$ cat config.mk
export PLATFORM = sky130hd
export DESIGN_NAME = decode_stage
export DESIGN_NICKNAME = d
export VERILOG_FILES = /design/src/rtl/decode_stage.sv
export SDC_FILE = /design/constraint.sdc
export NUM_CORES = 1
export LEC_CHECK = 0
export ABC_CLOCK_PERIOD_IN_PS = 1950
export BUFFER_PORTS_ARGS = -buffer_cell sky130_fd_sc_hd__buf_2
export CORE_MARGIN = 4
export CORE_UTILIZATION = 44
export CTS_CLUSTER_SIZE = 20
export DETAILED_ROUTE_END_ITERATION = 7
export PLACE_DENSITY = 0.83
export SYNTH_ARGS = -nofsm -noshare
export SYNTH_HDL_FRONTEND = slang
export SYNTH_SLANG_ARGS = --single-unit
$ cat constraint.sdc
create_clock -name clk -period 1.95 [get_ports clk]
set_input_delay 0.0975 -clock clk [delete_from_list [all_inputs] [get_ports clk]]
set_output_delay 0.0975 -clock clk [all_outputs]
set_load 0.02 [all_outputs]
$ cat src/rtl/decode_stage.sv
// ----------------------------------------------------------------------------
// decode_stage
// Collects a 1..3 byte instruction from fetch (opcode, optional LSB, optional
// MSB), decodes the opcode into type/mode/size and presents the assembled
// instruction to execute until execute stops halting.
//
// Ports
//   clk           clock, all state changes on the rising edge
//   rst           synchronous active-high reset
//   f_to_d_byte   instruction byte from fetch
//   f_to_d_pc     address of f_to_d_byte
//   f_to_d_valid  fetch byte/pc valid
//   f_to_d_ready  decode accepts a byte this cycle
//   halt_d_to_e   execute busy, hold the presented instruction
//   reg_write     execute register-write strobe
//   reg_addr      execute register-write target (3 = PC, causes a flush)
//   d_to_e_reg    [7:0] LSB, [15:8] MSB, [31:16] PC, [35:32] mode,
//                 [37:36] size, [38] valid, [44:39] type
// ----------------------------------------------------------------------------
module decode_stage (
  input  logic        clk,
  input  logic        rst,
  input  logic [7:0]  f_to_d_byte,
  input  logic [15:0] f_to_d_pc,
  input  logic        f_to_d_valid,
  output logic        f_to_d_ready,
  input  logic        halt_d_to_e,
  input  logic        reg_write,
  input  logic [2:0]  reg_addr,
  output logic [44:0] d_to_e_reg
);

  typedef enum logic [1:0] {
    S_OPC = 2'd0,
    S_OP1 = 2'd1,
    S_OP2 = 2'd2,
    S_OUT = 2'd3
  } state_t;

  state_t      state_r;
  logic        flush_s;
  logic        xfer_s;
  logic [11:0] dec_s;

  // Opcode lookup, packed as {type[5:0], mode[3:0], size[1:0]}.
  // Unknown opcodes decode as a 1-byte instruction so size is never 0.
  function automatic logic [11:0] decode_opcode(input logic [7:0] op);
    logic [11:0] d;
    case (op)
      8'h01:   d = {6'd35, 4'd9,  2'd2};
      8'h05:   d = {6'd35, 4'd4,  2'd2};
      8'h09:   d = {6'd35, 4'd2,  2'd2};
      8'h0D:   d = {6'd35, 4'd3,  2'd3};
      8'h11:   d = {6'd35, 4'd10, 2'd2};
      8'h0A:   d = {6'd3,  4'd1,  2'd1};
      8'h10:   d = {6'd10, 4'd8,  2'd2};
      8'h90:   d = {6'd4,  4'd8,  2'd2};
      8'hB0:   d = {6'd5,  4'd8,  2'd2};
      8'hF0:   d = {6'd6,  4'd8,  2'd2};
      8'h29:   d = {6'd2,  4'd2,  2'd2};
      8'h69:   d = {6'd1,  4'd2,  2'd2};
      8'h6D:   d = {6'd1,  4'd3,  2'd3};
      8'h7D:   d = {6'd1,  4'd6,  2'd3};
      8'h79:   d = {6'd1,  4'd13, 2'd3};
      8'h75:   d = {6'd1,  4'd5,  2'd2};
      default: d = {6'd0,  4'd7,  2'd1};
    endcase
    return d;
  endfunction

  // Handshake: ready is dropped combinationally during a PC write so a byte
  // offered on the flushing edge is never consumed.
  always_comb begin
    flush_s      = reg_write && (reg_addr == 3'd3);
    f_to_d_ready = (state_r != S_OUT) && !flush_s;
    xfer_s       = f_to_d_valid && f_to_d_ready;
    dec_s        = decode_opcode(f_to_d_byte);
  end

  // Instruction assembly FSM; d_to_e_reg doubles as the partial-field store.
  always_ff @(posedge clk) begin
    if (rst) begin
      state_r    <= S_OPC;
      d_to_e_reg <= 45'd0;
    end else if (flush_s) begin
      state_r        <= S_OPC;
      d_to_e_reg[38] <= 1'b0;
    end else begin
      case (state_r)
        S_OPC: begin
          if (xfer_s) begin
            d_to_e_reg[44:39] <= dec_s[11:6];
            d_to_e_reg[35:32] <= dec_s[5:2];
            d_to_e_reg[37:36] <= dec_s[1:0];
            d_to_e_reg[31:16] <= f_to_d_pc;
            d_to_e_reg[15:0]  <= 16'd0;
            if (dec_s[1:0] == 2'd1) begin
              state_r        <= S_OUT;
              d_to_e_reg[38] <= 1'b1;
            end else begin
              state_r <= S_OP1;
            end
          end
        end
        S_OP1: begin
          if (xfer_s) begin
            d_to_e_reg[7:0] <= f_to_d_byte;
            if (d_to_e_reg[37:36] == 2'd2) begin
              state_r        <= S_OUT;
              d_to_e_reg[38] <= 1'b1;
            end else begin
              state_r <= S_OP2;
            end
          end
        end
        S_OP2: begin
          if (xfer_s) begin
            d_to_e_reg[15:8] <= f_to_d_byte;
            state_r          <= S_OUT;
            d_to_e_reg[38]   <= 1'b1;
          end
        end
        S_OUT: begin
          // Retiring always passes through OPC, so valid drops for at least
          // one cycle between instructions.
          if (!halt_d_to_e) begin
            state_r        <= S_OPC;
            d_to_e_reg[38] <= 1'b0;
          end
        end
        default: begin
          state_r        <= S_OPC;
          d_to_e_reg[38] <= 1'b0;
        end
      endcase
    end
  end

endmodule

==> summary.txt <==
Hold/Removal Path Class = in -> reg
Max Fclk = 0.534 GHz
pin count of the biggest net entering global routing = 18
total CTS buffers = 5
Layout Nets = 375
status = complete, no violations
fraction of layout cells with a size suffix above 1 = 30.4%
# rows = 25
most common cell after layout, fill and taps aside = buf_2
power share of the combinational group = 43.9%
type of the worst setup path = reg -> reg
DRT iter0 DRCs = 274
clk slew on worst S/H paths = 0.08 ns
R2R Path Start = state_r[1]
Peak supply drop = 0.550 mV
syn_area_per_cell = 8.07 um2
MaxCap Viol Count = 0
TritonCTS clock tree = yes
Pwr Density = 1150 nW/um2
GR Util met2 = 31.8%
Setup Buffers After CTS = 0
Setup WS post-layout = 0.0775 ns
antenna violations before repair = 0
full die area = 6040 um2
GPL Wtd Cong = 0.857
vias = 2218
hold worst-path end = d_to_e_reg[29]
Reg2Reg Setup Slack = 0.08 ns
Die Ht = 77.7 um
Layout area overhead = 26.7%
first-pass GRT wire length = 9690 um
Sequential Power Share = 38.6%
Reg2Reg Depth = 7
Crit path largest cell delay = 0.39 ns
GR Overflow Total = 0
Num Clock Sinks = 46
Finish-stage setup viols = 0
Mapped Area = 2140 um2
sequential fraction of the synthesis area = 43.0%
Startpoint Class = flop
I/O Pins = 78
H-Tree Depth = 2
area leader, netlist = dfxtp_1
top-area cell type share of the netlist area = 43.0%
Worst Path Required = 2.14 ns
Root Driver = clkbuf_8
pre-CTS WS = -0.0620 ns
total wire length = 5730 um
number of distinct library cells after synthesis = 48
Switch Pwr = 1.23 mW
synthesized net count = 301
total global-route track usage = 19.6%
number of global-route vias before repair = 2145
Switching Share = 39.3%
worst path buffer plus inverter count = 1
top_reg_cell synth = dfxtp_1
fin crit share = 96.0%
fin crit period = 1.87 ns
met3 capacity usage during global routing = 4.41%
Crit path max-delay family = compound AO/OA/AOI/OAI gates
critical path arrival = 2.06 ns
Largest register FFs = 44
Clk Latency, worst-skew pair = 0.29 ns
Residual DRC = 0
skew final = 0.00234 ns
Post-synth EDFFs = 0
vias per std cell = 5.46
Synth area leaders = dfxtp_1 43%, nand2_1 7.5%, a21oi_1 5.8%
drt first pass iters = 5
slowest CP cell = a2111oi_4
Leak = 1.21 nW
Synthesis Warnings = 0
total core area = 4720 um2
Final Max Slew Viols = 0
Hold Crit Start = f_to_d_pc[13]
antenna-violating nets left = 0
starting density of the core = 45.3%
Max clock buf depth = 2
DR WL/cell = 14.1 um
post-synthesis async set-or-reset flop share = 0%
internal power = 1.90 mW
ANT cells = 0
filler cell count = 428
port buffer count = 76
depth of the worst hold-timing path = 3
Power Total = 3.13 mW
Hold Vio Cnt, Final = 0
reg-to-reg endpoint = d_to_e_reg[38]
number of synthesized register bits = 46
Worst Setup End Kind = flop
grt peak-use layer = met2
die width = 77.7 um
Critical Path Fanout Max = 5
CP Cell Sequence = inv_1 -> ha_1 -> a2111oi_4 -> a21o_1 -> nand2_1 -> or3_1 -> o311a_1
DP HPWL = 4070 um
GRT met1 Usage = 24.5%
Synth Instances = 265
power share of the clock group = 17.5%
most frequent cells in the layout = 76 x buf_2, 45 x dfxtp_1, 43 x nand2_1, 32 x nor2_1, 25 x a21oi_1
==> cells in the mapped netlist, types with 2 or more instances <==
library cell / instances
a211oi_1: 7
a21o_1: 3
a21oi_1: 25
a22oi_1: 16
a31oi_1: 3
and2_1: 3
and3_1: 3
buf_2: 6
clkbuf_1: 13
dfxtp_1: 46
ha_1: 4
inv_1: 6
nand2_1: 43
nand3_1: 7
nand4_1: 2
nand4b_1: 3
nor2_1: 33
nor2b_1: 3
o21ai_0: 6
o22ai_1: 2
o31ai_1: 2
or3_1: 3
==> worst min-delay path, cell delays in order <==
cell	delay (ns)
buf_2	0.09
nand2_1	0.04
a21oi_1	0.05
==> repair_timing <==
action / CTS / global route
hold endpoints to repair: 0 / 0
gates cloned: 0 / 0
endpoints found under the setup margin: 1 / 9
gates resized for setup: 1 / 4
hold buffers: 0 / 0
==> power by group through the flow <==
| stage | Combinational [mW] | Clock, mW | Sequential (mW) |
|---|---|---|---|
| after floorplan | 0.686 | 0 | 1.41 |
| after global placement | 1.28 | 0 | 1.22 |
| after detailed placement | 1.31 | 0 | 1.23 |
| after CTS | 1.34 | 0.573 | 1.21 |
| after global routing | 1.51 | 0.614 | 1.23 |
| final | 1.37 | 0.548 | 1.21 |
==> metrics by stage <==
step                cells  setup TNS [ns]  hold WS, ns  cell area, um2  utilization [%]
global placement      399               0        0.338            2610             55.2
detailed placement    399         -0.0620        0.342            2610             55.2
floorplan             265               0        0.234            2140                -
CTS                   406               0       0.0198            2690             57.0
global route          406        -0.00621       0.0294            2710             57.4
finish                406               0       0.0324            2710             57.4
==> layout make-up <==
class,count,area [um2],share of cell area [%]
multi-input cells,192,1120,41.3
well taps,67,83.8,3.09
clock buffers,6,72.6,2.68
inverters,6,22.5,0.831
repair buffers,88,483,17.8
clock inverters,1,7.51,0.277
flip-flops and latches,46,922,34.0
==> layer usage <==
metal / part of all wire, % / routed length (um)
met3: 7.6 / 437
met2: 47 / 2700
met1: 42 / 2420
met4: 3.1 / 176
met5: 0 / 0
==> cells by family after synthesis <==
| group | Yosys count | synth area share [%] |
|---|---|---|
| xor gates and xnor gates | 1 | 0.409 |
| muxes | 1 | 0.468 |
| AOI/OAI and AO/OA | 75 | 23.3 |
| and+or+nand+nor | 110 | 24.7 |
| adders and majority gates | 4 | 2.34 |
| other | 1 | 0.175 |
| buffers and inverters | 27 | 5.61 |
| DFF | 46 | 43.0 |
==> worst max-delay path by stage <==
stage | startpoint | to | slack, ns | cells past startpoint
after floorplan | state_r[0] | d_to_e_reg[38] | 0.07 | 7
after global placement | state_r[1] | d_to_e_reg[38] | 0.08 | 7
after detailed placement | state_r[1] | d_to_e_reg[38] | -0.06 | 7
after CTS | state_r[1] | d_to_e_reg[38] | 0.007 | 7
after global routing | state_r[0] | d_to_e_reg[44] | -0.006 | 6
final | state_r[1] | d_to_e_reg[38] | 0.08 | 7
No activity file was read; power rests on OpenSTA's default activity.
